<file path="src/rtl/vedic_mac_seq.sv">
// rtl/vedic_mac_seq.sv - iterative 16x16 unsigned MAC time-sharing one vedic_4x4 multiplier

module vedic_4x4 (
    input  logic [3:0] a,
    input  logic [3:0] b,
    output logic [7:0] p
);
    // Urdhva-tiryagbhyam 2x2 cell: vertical and crosswise products
    function automatic logic [3:0] v2x2(input logic [1:0] x, input logic [1:0] y);
        logic s1, c1, m;
        s1 = (x[1] & y[0]) ^ (x[0] & y[1]);
        c1 = (x[1] & y[0]) & (x[0] & y[1]);
        m  = x[1] & y[1];
        return {m & c1, m ^ c1, s1, x[0] & y[0]};
    endfunction

    logic [3:0] ll, hl, lh, hh;

    assign ll = v2x2(a[1:0], b[1:0]);
    assign hl = v2x2(a[3:2], b[1:0]);
    assign lh = v2x2(a[1:0], b[3:2]);
    assign hh = v2x2(a[3:2], b[3:2]);
    assign p  = {4'd0, ll} + {2'd0, hl, 2'd0} + {2'd0, lh, 2'd0} + {hh, 4'd0};
endmodule

module vedic_mac_seq #(
    parameter int ACC_W = 40
) (
    input  logic             clk,
    input  logic             rst_n,
    input  logic             in_valid,
    output logic             in_ready,
    input  logic [15:0]      a,
    input  logic [15:0]      b,
    input  logic             acc_en,
    input  logic             clr_acc,
    output logic             out_valid,
    input  logic             out_ready,
    output logic [31:0]      product,
    output logic [ACC_W-1:0] acc,
    output logic             overflow,
    output logic             busy
);
    localparam logic [1:0] S_IDLE = 2'd0;
    localparam logic [1:0] S_MUL  = 2'd1;
    localparam logic [1:0] S_ACC  = 2'd2;
    localparam logic [1:0] S_DONE = 2'd3;

    logic [1:0]       state;
    logic [15:0]      a_r, b_r;
    logic             acc_en_r;
    logic [3:0]       k;
    logic [31:0]      sum;
    logic [31:0]      product_r;
    logic [ACC_W-1:0] acc_r;
    logic             ovf_r;

    logic [3:0]       nib_a, nib_b;
    logic [7:0]       pp;
    logic [2:0]       ij;
    logic [4:0]       shamt;
    logic [31:0]      pp_sh;
    logic [ACC_W:0]   acc_sum;

    assign nib_a = a_r[{k[1:0], 2'b00} +: 4];
    assign nib_b = b_r[{k[3:2], 2'b00} +: 4];

    vedic_4x4 u_mul (
        .a (nib_a),
        .b (nib_b),
        .p (pp)
    );

    // Weight of partial product (i, j) is 16^(i+j)
    assign ij      = {1'b0, k[1:0]} + {1'b0, k[3:2]};
    assign shamt   = {ij, 2'b00};
    assign pp_sh   = {24'd0, pp} << shamt;
    assign acc_sum = {1'b0, acc_r} + (ACC_W+1)'(sum);

    assign in_ready  = rst_n && (state == S_IDLE);
    assign busy      = (state != S_IDLE);
    assign out_valid = (state == S_DONE);
    assign product   = product_r;
    assign acc       = acc_r;
    assign overflow  = ovf_r;

    always_ff @(posedge clk) begin
        if (!rst_n) begin
            state     <= S_IDLE;
            a_r       <= '0;
            b_r       <= '0;
            acc_en_r  <= 1'b0;
            k         <= '0;
            sum       <= '0;
            product_r <= '0;
            acc_r     <= '0;
            ovf_r     <= 1'b0;
        end else begin
            case (state)
                S_IDLE: begin
                    if (clr_acc) begin
                        acc_r <= '0;
                        ovf_r <= 1'b0;
                    end
                    if (in_valid) begin
                        a_r      <= a;
                        b_r      <= b;
                        acc_en_r <= acc_en;
                        sum      <= '0;
                        k        <= '0;
                        state    <= S_MUL;
                    end
                end
                S_MUL: begin
                    sum <= sum + pp_sh;
                    k   <= k + 4'd1;
                    if (k == 4'd15)
                        state <= S_ACC;
                end
                S_ACC: begin
                    product_r <= sum;
                    if (acc_en_r) begin
                        acc_r <= acc_sum[ACC_W-1:0];
                        ovf_r <= ovf_r | acc_sum[ACC_W];
                    end
                    state <= S_DONE;
                end
                default: begin
                    if (out_ready)
                        state <= S_IDLE;
                end
            endcase
        end
    end
endmodule

</file>
<file path="config.mk">
export PLATFORM = sky130hd
export DESIGN_NAME = vedic_mac_seq
export DESIGN_NICKNAME = d
export VERILOG_FILES = /design/src/rtl/vedic_mac_seq.sv
export SDC_FILE = /design/constraint.sdc
export NUM_CORES = 1
export LEC_CHECK = 0
export CAP_MARGIN = 30
export CORE_ASPECT_RATIO = 0.5
export CORE_MARGIN = 1
export CORE_UTILIZATION = 50
export CTS_CLUSTER_SIZE = 20
export DETAILED_ROUTE_END_ITERATION = 8
export PLACE_DENSITY = 0.73
export SYNTH_ARGS = -nofsm -noshare
export SYNTH_HDL_FRONTEND = slang
export SYNTH_SLANG_ARGS = --single-unit
</file>
<file path="constraint.sdc">
create_clock -name clk -period 8.7 [get_ports clk]
set_input_delay 1.74 -clock clk [delete_from_list [all_inputs] [get_ports clk]]
set_output_delay 1.74 -clock clk [all_outputs]
set_load 0.02 [all_outputs]
</file>
# == Word level (Yosys, flattened, before mapping) ==
# Cells that the tools add are included.
# totals
in_bits,38
word_cells,84
out_inout_bits,76
reg_bits,144
# classes
shifts,3
add_sub_neg,7
n_bitwise,33
eq_ne,8
muxes,14
n_reduce_logical,10
# ops
cell,n
2-to-1 mux 40 bit,2
case mux 40 bit (2 select lines),1
case mux 32 bit (2 select lines),1
adder 40 x 32 -> 41 bit,1
adder 32 bit,1
2-to-1 mux 32 bit,1
variable part select 16 x 5 -> 4 bit,2
left shift 8 x 5 -> 32 bit,1
bitwise AND 1 bit,24
adder 8 x 6 -> 8 bit,1
adder 8 bit,1
inequality test 2 bit (second input constant),4
case mux 4 bit (2 select lines),1
bitwise XOR 1 bit,8
adder 4 x 6 -> 7 bit,1
2-to-1 mux 2 bit,3
case mux 2 bit (3 select lines),1
AND reduction 3 bit,2
nonzero test 2 bit,3
adder 4 x 1 -> 4 bit (second input constant),1
== test 2 bit (second input constant),2
== test 4 bit (second input constant),1
2-to-1 mux 4 bit,1
AND reduction 2 bit,2
other kinds (8),9

# == Logic depth before layout (Yosys ltp) ==
# Gate-level depths: netlist of run 1.
# depth
word_depth,10
ltp_mapped,29
ltp_nobuf,27

# == Modules after synthesis ==
# Synthesis of run 1 repeated with hierarchy kept, for this count alone.
# hier_totals
cells_unflattened,1100
hier_area_um2,9217.6
# by_module_without_submodules
mod,area_each_um2,cells_each,n_inst,seq_area_each_um2
vedic_mac_seq,8744.6,1042,1,2882.8
vedic_4x4,473.0,58,1,0.0

# == Worst setup path after synthesis of run 1 ==
# OpenSTA, ideal clock, no wires.
# synth_path
path_kind,register -> register
start,register k[0]
end,register sum[31]
setup_slack_ns,2.201
path_buffers,1
path_stages_with_launch,29
arrival_time_ns,6.371
period_less_slack_ns,6.499
setup_ns,0.127
required_ns,8.573
cell_sequence,dfxtp_1 clkbuf_1 mux4_2 and2_1 ha_1 ha_1 ha_1 inv_1 fa_1 xor2_1 fa_1 inv_1 ha_1 a21o_1 a21oi_1 xor2_1 nor2_1 a21oi_1 nor2_1 ha_1 a21o_1 a21o_1 a211oi_1 nor2_1 o31ai_2 o41ai_2 a21oi_2 nor3_1 or3b_1
# synth_via
elab_chain_len,10
elab_cells_between_ends,40
classes_between,add/sub (5); shift (2); mux (1); bitwise (32)
# synth_lines
element,line_no,rtl
start: declaration,52,logic [3:0] k;
start signal: assignment,116,k <= k + 4'd1;
variable part select 16 x 5 -> 4 bit,65,"assign nib_a = a_r[{k[1:0], 2'b00} +: 4];"
bitwise AND 1 bit,"11, 12",
bitwise AND 1 bit,12,c1 = (x[1] & y[0]) & (x[0] & y[1]);
bitwise XOR 1 bit or bitwise AND 1 bit (tied branches),14,"return {m & c1, m ^ c1, s1, x[0] & y[0]};"
adder 4 x 6 -> 7 bit,23,"assign p = {4'd0, ll} + {2'd0, hl, 2'd0} + {2'd0, lh, 2'd0} + {hh, 4'd0};"
adder 8 x 6 -> 8 bit,23,
adder 8 bit,23,
left shift 8 x 5 -> 32 bit *,77,"assign pp_sh = {24'd0, pp} << shamt;"
adder 32 bit *,115,sum <= sum + pp_sh;
case mux 32 bit (2 select lines) *,99,case (state)
end signal: assignment,115,
end: declaration,53,logic [31:0] sum;
# Every way passes the cells marked *; elsewhere a longest branch is shown, timed or not.
# A chain may end at the register's enable or synchronous reset.

# == Final worst setup path of run 1 ==
# layout_path
start,register k[3]
end,register sum[30]
# layout_via
elab_chain_len,10
elab_cells_between_ends,40
classes_between,add/sub (5); shift (2); mux (1); bitwise (32)
# layout_lines
element,line_no,rtl
variable part select 16 x 5 -> 4 bit,66,"assign nib_b = b_r[{k[3:2], 2'b00} +: 4];"
bitwise AND 1 bit,"11, 12",
bitwise AND 1 bit,12,
bitwise XOR 1 bit or bitwise AND 1 bit (tied branches),14,
adder 4 x 6 -> 7 bit,23,
adder 8 x 6 -> 8 bit,23,
adder 8 bit,23,
left shift 8 x 5 -> 32 bit *,77,
adder 32 bit *,115,
case mux 32 bit (2 select lines) *,99,
# Marked as above.

==> results of run 1 <==
==> worst paths after layout <==
check,endpoint,cells past startpoint,slack [ns],start
hold / removal,b_r[11],2,0.46,b_r[11]
setup / recovery,sum[30],26,1.50,k[3]
setup reg to reg,sum[30],26,1.50,k[3]
hold reg to reg,b_r[11],2,0.46,b_r[11]
==> flip-flops by register name, indices dropped and copies added (netlist names) <==
name,count
acc,40
product,32
sum,32
a_r,16
b_r,16
k,4
state,2
acc_en_r,1
overflow,1
==> per-layer routing <==
layer | vias to the layer above | GRT usage (%)
li1 | 4141 | -
met1 | 3882 | 35.2
met2 | 231 | 40.6
met3 | 35 | 4.11
met4 | 0 | 9.66
met5 | - | 0
==> placed cells by master (no fill, tap or decap), types with 4 or more instances in the layout <==
cell type | synthesis | final
a21o_1 | 28 | 28
and3_1 | 10 | 10
nor2_1 | 124 | 124
ha_1 | 84 | 83
inv_1 | 38 | 38
clkbuf_16 | 0 | 17
xnor2_1 | 38 | 38
a211oi_1 | 8 | 8
or2_2 | 4 | 4
and2_1 | 18 | 18
nand3_1 | 28 | 28
nor2b_1 | 9 | 9
a22o_1 | 14 | 14
xor2_1 | 33 | 33
nor3_1 | 14 | 14
a22oi_1 | 26 | 26
o21bai_1 | 14 | 14
mux2i_1 | 37 | 37
a21oi_1 | 108 | 108
nand4_1 | 8 | 8
a31oi_1 | 10 | 10
clkdlybuf4s50_1 | 0 | 113
mux4_2 | 8 | 8
o21a_1 | 4 | 4
clkinv_4 | 0 | 6
nand2b_1 | 4 | 4
o21ai_0 | 46 | 46
nand2_1 | 139 | 139
dfxtp_1 | 144 | 144
clkinvlp_4 | 0 | 4
o31ai_1 | 5 | 5
fa_1 | 8 | 8
buf_4 | 0 | 6
==> critical path: cells and delay by family, from the launching register on <==
family	cells	cell delay [ns]
multiplexers	2	1.05
flip-flops	1	0.61
AND/OR/NAND/NOR	2	0.27
buffers and inverters	2	0.12
AO/OA/AOI/OAI	10	2.16
XOR/XNOR	3	0.48
adder cells (fa/ha/maj)	7	2.36
==> power groups by stage <==
| stage | Sequential (mW) | Combinational [mW] | Clock, mW |
|---|---|---|---|
| floorplan | 0.721 | 0.303 | 0 |
| global placement | 0.732 | 0.423 | 0 |
| detailed placement | 0.733 | 0.444 | 0 |
| CTS | 0.719 | 0.449 | 0.723 |
| global route | 0.724 | 0.493 | 0.754 |
| finish | 0.719 | 0.453 | 0.718 |
==> cell families (layout without fill, tap and decap cells) <==
family | Yosys count | count (layout) | share of synthesized area, %
muxes | 46 | 46 | 6.11
xor gates and xnor gates | 71 | 71 | 6.76
buffers and inverters | 89 | 195 | 3.65
and+or+nand+nor | 373 | 373 | 17.9
AOI/OAI and AO/OA | 299 | 299 | 21.1
adders and majority gates | 92 | 92 | 13.2
DFF | 144 | 144 | 31.4
==> area by class of cell <==
class	count	area (um^2)	area share, %
inverters	41	154	1.39
repair buffers	122	1220	11.0
clock buffers	18	439	3.96
flip-flops and latches	144	2880	26.0
well taps	234	293	2.64
multi-input cells	881	5980	53.8
clock inverters	14	135	1.22
==> run summary, run 1 <==
synth top area cells = dfxtp_1, ha_1, a21oi_1
initial DRC count = 417
net switching power = 0.640 mW
first-pass GRT wire length = 39.6 mm
top cell type's share of synthesized area = 31.4%
Synth Cell Area = 9190 um^2
First-pass DRT Iterations = 6
CP Capture Type = flip-flop
die width = 194 um
final worst path period need = 7.20 ns
crit path DAT = 7.49 ns
post-synthesis sequential area ratio = 31.4%
worst vdd ir = 0.000144 V
DP Wirelength = 18.1 mm
commonest cells in the netlist = dfxtp_1, nand2_1, nor2_1
grt ovf = 0
via density per instance = 5.70
final slew viol count = 0
synth unique cells = 68
Placer Congestion = 0.943
FILL cells = 1521
Final Skew = 0.00832 ns
Initial Utilization = 51.9%
Sum Neg Setup Slack = 0 ns
Sw Share = 33.9%
routed wire length = 24.0 mm
slowest CP cell = dfxtp_1
pre-CTS WS = 1.61 ns
final hold slack = 0.456 ns
PnR worst setup slack = 1.50 ns
FF+latch count, synth = 144
Residual DRC = 0
drt wl/cell = 16.5 um
cell repeated most along the worst path = ha_1
RSZ-0062 raised after global routing = false
Ys Warns = 0
Rel. slew slack = 30.8%
sequential power share = 38.0%
Total GRT Usage = 25.6%
Ports = 114
CTS Sinks = 144
highest cell delay on the worst timing path = 0.61 ns
total CTS buffers = 17
diode count = 0
post-CTS sizing = 0
# rows = 34
Post-Synthesis Cells = 1114
met3 routed WL = 1.17 mm
die area = 19000 um^2
final cycle utilization of the critical path = 82.7%
top_reg_cell synth = dfxtp_1
final instance area = 11100 um^2
Die Y = 97.9 um
layout cells sized above 1 = 5.66%
core area = 17700 um^2
total design power = 1.89 mW
final cell count without fillers = 1454
final setup violation count = 0
Worst-Margin Slew = 1.04 ns
CTS Buffer Depth = 2
CTS tree = yes
clock slew at reported path FFs = 0.07 ns
Post-CTS Setup Inserts = 0
CP startpoint kind = flip-flop
largest net degree at the start of global routing = 65
antenna-violating nets left = 0
FMAX = 139 MHz
Crit Path Class = reg -> reg
met2 WL = 10.5 mm
Layout Utilization = 62.7%
Post-Syn Nets = 1244
Clk network pwr share = 38.0%
cell with the most instances after synthesis = dfxtp_1
Fin. Hold Viols = 0
initial antenna violation count = 0
Crit Path Max Fanout = 9
PD cells = 170 nW/um^2
NumNets Final = 1337
Cells after DPL = 1422
area leader, netlist = dfxtp_1
worst-skew pair later-pin latency = 0.43 ns
worst hold path class = reg -> reg
vias = 8289
H-tree depth = 4
Int Power = 1.25 mW
met1 WL = 11.8 mm
Pleak = 4.64 nW
Area Overhead vs Synth = 20.8%
vias in the first global route = 7873
ys async rst share = 0%
Required @ worst endpoint = 8.99 ns
placed instance area = 10500 um^2
hold-fix buffers at CTS = 0
I/O Buffers = 113
Top Metal Used = met4
status = finished clean
Clock Root Buffer = clkbuf_16
Synth Area per Inst = 8.25 um^2
EDFF count, synth = 0
Gate power share = 24.0%
max-cap viol count = 0
No activity file was read; power rests on OpenSTA's default activity.
==> run 2: changes to the inputs <==
Settings changed: PLACE_DENSITY 0.73 to 0.76.
Clock period 8.7 ns to 5.9 ns, I/O delays scaled along.
==> run summary, run 2 (synthesis gave the netlist of run 1 again) <==
most frequent cells in the layout = dfxtp_1, nand2_1, nor2_1 (unchanged)
via density per instance = 5.72 (was 5.70)
max-cap viol count = 0 (unchanged)
Int Power = 1.97 mW (was 1.25 mW)
CTS Buffer Depth = 2 (unchanged)
largest net degree at the start of global routing = 72 (was 65)
highest cell delay on the worst timing path = 0.51 ns (was 0.61 ns)
RSZ-0062 raised after global routing = true (was false)
Final Skew = 0.0151 ns (was 0.00832 ns)
vias = 8745 (was 8289)
Crit Path Max Fanout = 5 (was 9)
crit path DAT = 6.31 ns (was 7.49 ns)
WP buf/inv = 4 (was 2)
CTS Sinks = 144 (unchanged)
first-pass GRT wire length = 42.0 mm (was 39.6 mm)
PD cells = 242 nW/um^2 (was 170 nW/um^2)
Die Y = 97.9 um (unchanged)
Rel. slew slack = 25.1% (was 30.8%)
final hold slack = 0.453 ns (was 0.456 ns)
status = complete, but fails checks (was finished clean)
worst vdd ir = 0.000214 V (was 0.000144 V)
Pleak = 5.10 nW (was 4.64 nW)
Initial Utilization = 51.9% (unchanged)
die area = 19000 um^2 (unchanged)
antenna-violating nets left = 0 (unchanged)
Worst-Margin Slew = 1.11 ns (was 1.04 ns)
die width = 194 um (unchanged)
worst-skew pair later-pin latency = 0.43 ns (about the same)
net switching power = 0.957 mW (was 0.640 mW)
slowest CP cell = mux4_2 (was dfxtp_1)
core area = 17700 um^2 (unchanged)
routed wire length = 26.4 mm (was 24.0 mm)
FMAX = 166 MHz (was 139 MHz)
NumNets Final = 1413 (was 1337)
Required @ worst endpoint = 6.21 ns (was 8.99 ns)
# rows = 34 (unchanged)
Sw Share = 32.7% (was 33.9%)
grt ovf = 0 (unchanged)
Ports = 114 (unchanged)
R2R Setup Slk = -0.11 ns (was 1.50 ns)
initial antenna violation count = 0 (unchanged)
clock slew at reported path FFs = 0.07 ns (about the same)
DP Wirelength = 19.2 mm (was 18.1 mm)
I/O Buffers = 113 (unchanged)
final cycle utilization of the critical path = 102% (was 82.7%)
commonest non-fill, non-tap cell in the layout = dfxtp_1 (unchanged)
Crit Path Class = reg -> reg (unchanged)
Area Overhead vs Synth = 31.5% (was 20.8%)
drt wl/cell = 17.3 um (was 16.5 um)
total CTS buffers = 17 (unchanged)
CP startpoint kind = flip-flop (unchanged)
final worst path period need = 6.01 ns (was 7.20 ns)
Clk network pwr share = 39.2% (was 38.0%)
Fin. Hold Viols = 0 (unchanged)
Sum Neg Setup Slack = -0.663 ns (was 0 ns)
final cell count without fillers = 1530 (was 1454)
H-tree depth = 4 (unchanged)
final slew viol count = 0 (unchanged)
hold-fix buffers at CTS = 0 (unchanged)
Cells after DPL = 1478 (was 1422)
final setup violation count = 11 (was 0)
CP delay by family, top = adder cells (unchanged)
PnR worst setup slack = -0.106 ns (was 1.50 ns)
failing checks = setup timing
CTS tree = yes (unchanged)
Clock Root Buffer = clkbuf_16 (unchanged)
First-pass DRT Iterations = 5 (was 6)
FILL cells = 1426 (was 1521)
Layout Utilization = 68.3% (was 62.7%)
worst hold path class = reg -> reg (unchanged)
diode count = 0 (unchanged)
Placer Congestion = 0.990 (was 0.943)
Total GRT Usage = 27.3% (was 25.6%)
vias in the first global route = 8290 (was 7873)
layout cells sized above 1 = 15.0% (was 5.66%)
initial DRC count = 505 (was 417)
CP Capture Type = flip-flop (unchanged)
max FFs per register = 40 (unchanged)
Residual DRC = 0 (unchanged)
Gate power share = 24.7% (was 24.0%)
total design power = 2.93 mW (was 1.89 mW)
sequential power share = 36.1% (was 38.0%)
[run 2: cell count changes in the layout (fill, tap and decap cells not counted), moves of 4 or more]
cell	previous run	this run
clkinv_4	6	2
buf_6	1	5
o21ai_0	46	35
a21oi_1	108	98
ha_4	0	7
o21ai_1	3	12
a21oi_2	2	11
buf_4	6	79
ha_1	83	75
[run 2: worst reg2reg max path, cell delays in order (launching register included)]
cell and delay, ns:
dfxtp_4 0.37, mux4_2 0.51, and2_4 0.19, ha_4 0.16, ha_4 0.26, ha_4 0.12
inv_2 0.03, fa_2 0.36, xor2_2 0.19, fa_1 0.49, inv_2 0.06, fa_2 0.34
a21o_1 0.17, a21oi_2 0.16, xor2_2 0.12, mux2i_1 0.24, buf_4 0.19, nor2_1 0.05
ha_1 0.36, a21oi_2 0.18, o21ai_0 0.09, buf_4 0.15, o31ai_4 0.36, o41ai_4 0.11
a21oi_2 0.22, nor3_2 0.06, or3b_1 0.33
[run 2: power groups by stage]
stage	Clock [mW]	Sequential [mW]	Combinational (mW)
2_1_floorplan	0	1.06	0.454
3_3_place_gp	0	1.07	0.658
3_5_place_dp	0	1.08	0.691
4_1_cts	1.15	1.06	0.707
5_1_grt	1.19	1.06	0.781
6_report	1.15	1.06	0.724
[run 2: what timing repair did]
action | in CTS | in global routing
setup buffers | 11 | 9
gates resized for setup | 17 | 36
gates cloned | 0 | 0
endpoints found under the setup margin | 16 | 19
pin swaps | 26 | 34
[run 2: path summary, 6_finish.rpt]
check,from,end,cells past startpoint
max,k[0],sum[31],26
min,b_r[11],b_r[11],2
max reg2reg,k[0],sum[31],26
min reg2reg,b_r[11],b_r[11],2
[run 2: per-layer routing]
layer / wire length (um) / GRT usage, %
met3: 1300 / 4.21
met1: 12400 / 36.8
met4: 483 / 8.12
met2: 12200 / 45.4
met5: 0 / 0
[run 2: stage by stage]
stage               worst slack [ns]  instance area [um^2]
floorplan                     0.0209                  9350
global route                  -0.370                 12100
CTS                           -0.110                 11900
global placement              -0.103                 11000
finish                        -0.106                 12100
detailed placement            -0.247                 11100
[run 2: area by class of cell]
| class | count | area, um^2 | share of cell area (%) |
|---|---|---|---|
| Multi-Input combinational cell | 881 | 6330 | 52.3 |
| Inverter | 41 | 154 | 1.27 |
| Tap cell | 234 | 293 | 2.42 |
| Timing Repair Buffer | 198 | 1810 | 15.0 |
| Clock buffer | 20 | 457 | 3.78 |
| Clock inverter | 12 | 158 | 1.30 |
| Sequential cell | 144 | 2890 | 23.9 |
